$ cat src/rtl/pll_lock_monitor.sv
// Multi-channel PLL lock supervisor in the clkin1 domain: drives each PLL reset, qualifies the
// synchronised lock, tracks loss/timeout with bounded auto-retry and reports a global chk_ok.
module pll_lock_monitor #(
  parameter int N_CH            = 2,
  parameter int SYNC_STAGES     = 3,
  parameter int RST_CYC         = 8,
  parameter int LOCK_STABLE_CYC = 16,
  parameter int LOCK_TIMEOUT    = 1024,
  parameter int MAX_RETRY       = 3,
  localparam int RW             = $clog2(MAX_RETRY + 1)
) (
  input  logic               clkin1,
  input  logic               rst,
  input  logic [N_CH-1:0]    lock,
  input  logic               clr_sticky,
  output logic [N_CH-1:0]    pll_rst,
  output logic [N_CH-1:0]    lock_ok,
  output logic [N_CH-1:0]    lock_lost,
  output logic [N_CH-1:0]    lock_fail,
  output logic [N_CH*RW-1:0] retry_cnt,
  output logic               chk_ok
);

  localparam int RCW = $clog2(RST_CYC + 1);
  localparam int TW  = $clog2(LOCK_TIMEOUT + 1);
  localparam int SW  = $clog2(LOCK_STABLE_CYC + 1);
  localparam logic [RCW-1:0] RST_LAST  = RCW'(RST_CYC - 1);
  localparam logic [TW-1:0]  TMO_LAST  = TW'(LOCK_TIMEOUT - 1);
  localparam logic [SW-1:0]  STAB_MAX  = SW'(LOCK_STABLE_CYC);
  localparam logic [RW-1:0]  RETRY_MAX = RW'(MAX_RETRY);

  typedef enum logic [2:0] {
    RESET_PLL = 3'd0,
    WAIT_LOCK = 3'd1,
    QUALIFY   = 3'd2,
    LOCKED    = 3'd3,
    FAIL      = 3'd4
  } state_e;

  logic chk_ok_q, chk_ok_d;

  for (genvar i = 0; i < N_CH; i++) begin : g_ch
    state_e                 state_q, state_d;
    logic [SYNC_STAGES-1:0] sync_q, sync_d;
    logic [RCW-1:0]         rcnt_q, rcnt_d;
    logic [TW-1:0]          tmo_q, tmo_d;
    logic [SW-1:0]          stab_q, stab_d;
    logic [RW-1:0]          retry_q, retry_d;
    logic                   lost_q, lost_d;
    logic                   lock_s, retry_go, loss;

    assign lock_s = sync_q[SYNC_STAGES-1];

    always_comb begin
      sync_d   = {sync_q[SYNC_STAGES-2:0], lock[i]};
      state_d  = state_q;
      rcnt_d   = rcnt_q;
      tmo_d    = tmo_q;
      stab_d   = stab_q;
      retry_d  = retry_q;
      retry_go = 1'b0;
      loss     = 1'b0;
      case (state_q)
        RESET_PLL: begin
          if (rcnt_q == RST_LAST) begin
            state_d = WAIT_LOCK;
            rcnt_d  = '0;
            tmo_d   = '0;
            stab_d  = '0;
          end else begin
            rcnt_d = rcnt_q + RCW'(1);
          end
        end
        WAIT_LOCK: begin
          tmo_d = tmo_q + TW'(1);
          if (tmo_q == TMO_LAST) begin
            retry_go = 1'b1;
          end else if (lock_s) begin
            state_d = QUALIFY;
            stab_d  = SW'(1);
          end
        end
        // A completed qualification wins over a timeout landing on the same cycle.
        QUALIFY: begin
          tmo_d = tmo_q + TW'(1);
          if (lock_s && (stab_q == STAB_MAX)) begin
            state_d = LOCKED;
          end else if (tmo_q == TMO_LAST) begin
            retry_go = 1'b1;
          end else if (lock_s) begin
            stab_d = stab_q + SW'(1);
          end else begin
            state_d = WAIT_LOCK;
            stab_d  = '0;
          end
        end
        LOCKED: begin
          if (!lock_s) begin
            loss     = 1'b1;
            retry_go = 1'b1;
          end
        end
        FAIL: begin
          if (clr_sticky) begin
            state_d = RESET_PLL;
            rcnt_d  = '0;
            retry_d = '0;
          end
        end
        default: state_d = RESET_PLL;
      endcase
      if (retry_go) begin
        if (retry_q < RETRY_MAX) begin
          retry_d = retry_q + RW'(1);
          state_d = RESET_PLL;
          rcnt_d  = '0;
        end else begin
          state_d = FAIL;
        end
      end
      // A loss on the clearing cycle must survive the clear.
      lost_d = loss | (lost_q & ~clr_sticky);
    end

    always_ff @(posedge clkin1 or posedge rst) begin
      if (rst) begin
        state_q <= RESET_PLL;
        sync_q  <= '0;
        rcnt_q  <= '0;
        tmo_q   <= '0;
        stab_q  <= '0;
        retry_q <= '0;
        lost_q  <= 1'b0;
      end else begin
        state_q <= state_d;
        sync_q  <= sync_d;
        rcnt_q  <= rcnt_d;
        tmo_q   <= tmo_d;
        stab_q  <= stab_d;
        retry_q <= retry_d;
        lost_q  <= lost_d;
      end
    end

    assign pll_rst[i]             = (state_q == RESET_PLL) || (state_q == FAIL);
    assign lock_ok[i]             = (state_q == LOCKED);
    assign lock_fail[i]           = (state_q == FAIL);
    assign lock_lost[i]           = lost_q;
    assign retry_cnt[i*RW +: RW]  = retry_q;
  end

  always_comb begin
    chk_ok_d = (&lock_ok) & ~(|lock_lost) & ~(|lock_fail);
  end

  always_ff @(posedge clkin1 or posedge rst) begin
    if (rst) begin
      chk_ok_q <= 1'b0;
    end else begin
      chk_ok_q <= chk_ok_d;
    end
  end

  assign chk_ok = chk_ok_q;

endmodule

$ cat config.mk
export PLATFORM = sky130hd
export DESIGN_NAME = pll_lock_monitor
export DESIGN_NICKNAME = d
export VERILOG_FILES = /design/src/rtl/pll_lock_monitor.sv
export SDC_FILE = /design/constraint.sdc
export NUM_CORES = 1
export LEC_CHECK = 0
export CAP_MARGIN = 20
export CORE_MARGIN = 3
export CORE_UTILIZATION = 53
export CTS_BUF_LIST = sky130_fd_sc_hd__clkbuf_8
export CTS_CLUSTER_SIZE = 20
export DETAILED_ROUTE_END_ITERATION = 12
export HOLD_SLACK_MARGIN = 0.1
export PLACE_DENSITY = 0.8
export SKIP_LAST_GASP = 1
export SLEW_MARGIN = 20
export SYNTH_ARGS = -nofsm -noshare
export SYNTH_HDL_FRONTEND = slang
export SYNTH_SLANG_ARGS = --single-unit
$ cat constraint.sdc
create_clock -name clkin1 -period 6.3 [get_ports clkin1]
set_clock_uncertainty 0.1 [all_clocks]
set_input_delay 1.89 -clock clkin1 [delete_from_list [all_inputs] [get_ports clkin1]]
set_output_delay 1.89 -clock clkin1 [all_outputs]
set_load 0.01 [all_outputs]
==> metrics.txt, run 1 <==
status=complete, no violations; period utilisation layout=0.642; mean post-synth cell area=about 9.5 um^2; number of antenna violations at the first check in global routing=0; post-cts repair resize count=0; CTS tree=done; Final Wtd Congestion=0.805; Slew headroom=0.411; syn nets=354; hold buffers post-CTS=0; Final Hold Viols=0; Root Buffer=clkbuf_8; Max Root-Sink Buffers=2; total die area=~0.0071 mm^2; 1st-pass router iterations=5; clk sink count=between 50 and 60; CP peak stage delay=around 600 ps; EDFF count, synth=0; worst path cell trace=clkinv_1, nor2_1, clkdlybuf4s50_1; share of layout cells above drive strength 1=0.0952; I/O pins=18; power density of the placed cells=between 400 and 500 mW/mm^2; wire per inst=between 10 and 15 um; vias in the first global route=about 2400; first-pass GRT wire length=10900 um; top cells by area, synth=dfrtp_1 (46%), ha_1 (3.9%), nor2_1 (3.8%); RSZ-0062 raised after global routing=false; flops & latches, synth=59; DRC Markers=0; hold-critical path endpoint=g_ch[0].sync_q[2]$_DFF_PP0_; achievable clock frequency=~0.25 GHz; Nets=369; final global-route overflow total=0; Worst Max-Slew Pin Slew=between 800 and 900 ps; fin util=0.627; WL final=6120 um; leakage=1.59 nW; clk_lat worst skew=approximately 330 ps; Synth area leader=dfrtp_1; worst setup margin=between 2000 and 2500 ps; largest net degree at the start of global routing=60; CP max FO=13; Critical Path AT=2060 ps; critical path's top delay family=buffers and inverters; post-layout min period=4050 ps; dpl cells=roughly 420; chip height=84.1 um; Post-DP HPWL=roughly 4300 um; P&R area growth vs syn=10.8%; Inserted Diodes=0; reg2reg setup slack=a little under 4000 ps; via count=around 2500; Fin Setup TNS=0 ps; ys async rst share=1.00; slowest stage cell on the critical path=dfrtp_1; Yosys cell types=62; Antenna Violating Nets Remaining=0; H-tree Lvls=3; Hold Crit Class=flip-flop to flip-flop; crit path kind=flip-flop to primary output; critical path endpoint category=primary output; core outline area=between 0.005 and 0.006 mm^2; Post-synth top cells=dfrtp_1 (59), nor2_1 (33), nand2_1 (29), inv_1 (22), o21ai_0 (21); worst-case reg-to-reg path depth=6; vias per std cell=5.91; hold path cells=0; post-synthesis cell count=339; Num CTS Buffers=9; 1st-iter DRT viols=146; warnings from Yosys=0; final slew viol count=0; GRT Overall Usage=0.190; Max VDD drop=between 0.0003 and 0.0004 V; Cell Area, Synth=between 0.003 and 0.004 mm^2; reg2reg end=g_ch[1].retry_q[1]$_DFF_PP0_; Port Buffers=17; Reg clk slew, reported paths=approximately 50 ps; die width=about 84 um; Post-Layout Cell Count=429; Setup Viol. Count Final=0; hold_ws=251 ps; register area share after synthesis=0.457; Setup WS pre-CTS=approximately 2600 ps; row count=27; Setup Fix Bufs, Post-CTS=0; most common cell in the netlist=dfrtp_1; post-synth top area share=0.457; CP Launch Type=flip-flop; worst flop-to-flop path startpoint=g_ch[1].tmo_q[0]$_DFFE_PP0P_; starting density of the core=0.566; total of max-cap violations=0; Main synth FF type=dfrtp_1; critical hold path startpoint=g_ch[0].sync_q[1]$_DFF_PP0_; worst path bufs/invs=2; WP data required=4310 ps
cell families (layout without fill, tap and decap cells):
logic type / count (synthesis) / count (layout) / share of synthesized area
and+or+nand+nor: 139 / 139 / 0.228
AOI/OAI and AO/OA: 73 / 73 / 0.161
DFF: 59 / 59 / 0.457
buffers and inverters: 37 / 55 / 0.0534
xor gates and xnor gates: 13 / 13 / 0.0352
adders and majority gates: 10 / 10 / 0.0387
muxes: 8 / 8 / 0.0267
cells in the final DEF, fill, tap and decap left out, drive strengths merged, types with 5 or more instances in the layout:
cell | synthesis | routed
a21oi | 16 | 16
o21ai | 21 | 21
nand2 | 29 | 29
xor2 | 10 | 10
clkbuf | 6 | 11
dfrtp | 59 | 59
nand3b | 5 | 5
ha | 10 | 10
clkdlybuf4s50 | 0 | 17
nand3 | 13 | 13
mux2i | 6 | 6
nor3 | 11 | 11
or3 | 6 | 6
nand4 | 9 | 9
inv | 22 | 22
nor2 | 33 | 33
worst max path at each step:
stage | slack, ps | end | cells past startpoint | from
floorplan | 2850 | chk_ok$_DFF_PP0_ | 1 | rst
finish | 2250 | lock_fail[0] | 3 | g_ch[0].state_q[2]$_DFFE_PP0P_
global placement | 2640 | lock_fail[0] | 3 | g_ch[0].state_q[2]$_DFFE_PP0P_
global route | 2100 | lock_fail[0] | 3 | g_ch[0].state_q[2]$_DFFE_PP0P_
CTS | 2250 | lock_fail[0] | 3 | g_ch[0].state_q[2]$_DFFE_PP0P_
detailed placement | 2610 | g_ch[1].state_q[1]$_DFFE_PP0P_ | 6 | clr_sticky
sequential cells by signal (all words and copies together), names as in the netlist:
name          flops
g_ch.lost_q       2
g_ch.tmo_q       22
g_ch.state_q      6
g_ch.sync_q       6
g_ch.rcnt_q       8
g_ch.stab_q      10
g_ch.retry_q      4
chk_ok            1
cell type report:
cell class / count / area [um^2]
repair buffers: 18 / 178
flip-flops and latches: 59 / 1480
multi-input cells: 243 / 1580
clock inverters: 3 / 15.0
well taps: 72 / 90.1
inverters: 23 / 86.3
fillers: 459 / 2130
clock buffers: 11 / 151
metal layers:
layer  track usage  vias to the layer above  share of wire
met1         0.231                     1244           0.46
met3        0.0652                        5          0.041
met4        0.0526                        0          0.011
li1              -                     1240              -
met5             0                        -              0
met2         0.319                       48           0.49
power by group:
group / switching, mW / internal [mW]
logic: 0.310 / 0.256
registers: 0.124 / 0.481
clock network: 0.136 / 0.157
through the flow:
stage / total power [mW] / cell area (um^2)
after floorplan: 1.02 / 3230
after global placement: 1.15 / 3410
after detailed placement: 1.18 / 3410
after CTS: 1.48 / 3580
after global routing: 1.59 / 3580
final: 1.46 / 3580
(Power assumes the default switching activity.)
==> run 2: changes to the inputs <==
==> constraint.sdc (replaced) <==
create_clock -name clkin1 -period 3.9 [get_ports clkin1]
set_clock_uncertainty 0.1 [all_clocks]
set_input_delay 1.17 -clock clkin1 [delete_from_list [all_inputs] [get_ports clkin1]]
set_output_delay 1.17 -clock clkin1 [all_outputs]
set_load 0.01 [all_outputs]
==> run 2 against run 1 <==
Against the previous run:
- setup slack worse by 1700 ps
- via count is 1.9% lower
- non-clock buffer count is the same
- critical endpoint unchanged
==> metrics.txt, run 2 (synthesis results as in run 1) <==
worst-case reg-to-reg path depth=5 (-1); dpl cells=415 (unchanged); vias in the first global route=2416 (-1.3%); vias per std cell=5.80 (-1.9%); Fin Setup TNS=0 ps (unchanged); wire per inst=14.8 um (+3.8%); post-layout min period=around 3400 ps; total of max-cap violations=0 (unchanged); Register Area=0.00148 mm^2 (unchanged); core outline area=0.00571 mm^2 (unchanged); Inserted Diodes=0 (unchanged); GRT Overall Usage=0.195 (+0.00514); reg2reg end=g_ch[1].stab_q[0]$_DFFE_PP0P_; Top reg by flops=g_ch.tmo_q; Nets=369 (unchanged); Critical Path AT=2120 ps (+60 ps); top flop regs=g_ch.tmo_q (22), g_ch.stab_q (10), g_ch.rcnt_q (8); max reg flops=22 (unchanged); final global-route overflow total=0 (unchanged); reg2reg setup slack=1440 ps (-2410 ps); chip height=84.1 um (unchanged); Final Wtd Congestion=0.799 (-0.65%); Port Buffers=17 (unchanged); Worst Max-Slew Pin Slew=899 ps (+15.2 ps); Hold Crit Class=flip-flop to flip-flop; final slew viol count=0 (unchanged); WP data required=2630 ps (-1680 ps); Post-Layout Cell Count=429 (unchanged); Max Root-Sink Buffers=2 (unchanged); die width=84.1 um (unchanged); share of layout cells above drive strength 1=0.0924 (-0.00280); Post-DP Area=0.00342 mm^2 (+0.37%); hold path cells=0 (unchanged); via count=2490 (-1.9%); CTS tree=done; CP Launch Type=flip-flop; I/O pins=18 (unchanged); P&R area growth vs syn=11.6%; Reg clk slew, reported paths=60 ps (about the same); design area=0.00361 mm^2 (+0.77%); first-pass GRT wire length=11000 um (+1.1%); WL final=6350 um (+3.8%); achievable clock frequency=just under 0.3 GHz; CP Capture Point=lock_fail[0]; most frequent cells in the layout=dfrtp_1 (59), nor2_1 (33), nand2_1 (29), inv_1 (22), o21ai_0 (21); crit path kind=flip-flop to primary output; Setup Fix Bufs, Post-CTS=0 (unchanged); starting density of the core=0.566 (unchanged); H-tree Lvls=3 (unchanged); clk sink count=59 (unchanged); 1st-iter DRT viols=104 (-29%); hold buffers post-CTS=0 (unchanged); clk_lat worst skew=350 ps (+20 ps); CP max FO=13 (unchanged); commonest non-fill, non-tap cell in the layout=dfrtp_1; critical path endpoint category=primary output; leakage=1.60 nW (+0.82%); post-cts repair resize count=0 (unchanged); Fillers=471 (+2.6%); largest net degree at the start of global routing=36 (-40%); status=complete, no violations; Max VDD drop=0.000469 V (+37%); 1st-pass router iterations=4 (-1); Root Buffer=clkbuf_8; Post-DP HPWL=4490 um (+5.1%); period utilisation layout=0.869; area occupied by multi-input gates=0.00158 mm^2 (unchanged); Slew headroom=0.395 (-0.0157); Final Hold Viols=0 (unchanged); total die area=0.00707 mm^2 (unchanged); Num CTS Buffers=9 (unchanged); Setup Viol. Count Final=0 (unchanged); power density of the placed cells=674 mW/mm^2 (+65%); worst flop-to-flop path startpoint=g_ch[1].rcnt_q[0]$_DFF_PP0_; number of antenna violations at the first check in global routing=0 (unchanged); row count=27 (unchanged); DRC Markers=0 (unchanged); CP startpoint=g_ch[0].state_q[2]$_DFFE_PP0P_; Antenna Violating Nets Remaining=0 (unchanged); RSZ-0062 raised after global routing=false
-- run 2: area by class of cell --
cell class                      count  share of cell area
Clock inverter                      4              0.0121
Inverter                           23              0.0239
Multi-Input combinational cell    243               0.439
Timing Repair Buffer               18              0.0527
Clock buffer                       10              0.0382
Sequential cell                    59               0.409
Tap cell                           72              0.0250
-- run 2: routing by layer --
metal | vias to the layer above | GRT usage | wire length [um]
li1 | 1237 | - | -
met1 | 1197 | 0.245 | 2910
met4 | 0 | 0.0760 | 114
met2 | 45 | 0.303 | 3100
met3 | 11 | 0.0721 | 228
met5 | - | 0 | 0
-- run 2: through the flow --
stage	hold slack, ps	util	setup WS (ps)	power [mW]
after floorplan	231	-	1170	1.65
after global placement	234	0.600	956	1.86
after detailed placement	236	0.600	869	1.91
after CTS	260	0.632	510	2.45
after global routing	270	0.632	392	2.62
final	256	0.632	512	2.43
-- run 2: worst min-delay path by stage --
stage / startpoint / end / slack, ps
2_1_floorplan: g_ch[0].sync_q[0]$_DFF_PP0_ / g_ch[0].sync_q[1]$_DFF_PP0_ / 230
3_3_place_gp: g_ch[0].sync_q[1]$_DFF_PP0_ / g_ch[0].sync_q[2]$_DFF_PP0_ / 230
3_5_place_dp: g_ch[1].sync_q[0]$_DFF_PP0_ / g_ch[1].sync_q[1]$_DFF_PP0_ / 240
4_1_cts: g_ch[1].sync_q[0]$_DFF_PP0_ / g_ch[1].sync_q[1]$_DFF_PP0_ / 260
5_1_grt: g_ch[0].sync_q[0]$_DFF_PP0_ / g_ch[0].sync_q[1]$_DFF_PP0_ / 270
6_report: g_ch[0].sync_q[1]$_DFF_PP0_ / g_ch[0].sync_q[2]$_DFF_PP0_ / 260
-- run 2: worst max-delay path, stage by stage (launching register included) --
cell and delay (ps):
dfrtp_1 610, clkinv_1 380, nor2_1 230, clkdlybuf4s50_1 560
-- run 2: power by group --
group | internal (mW) | switching (mW) | total, mW
combinational | 0.416 | 0.509 | 0.925
clock | 0.300 | 0.227 | 0.528
sequential | 0.778 | 0.200 | 0.977
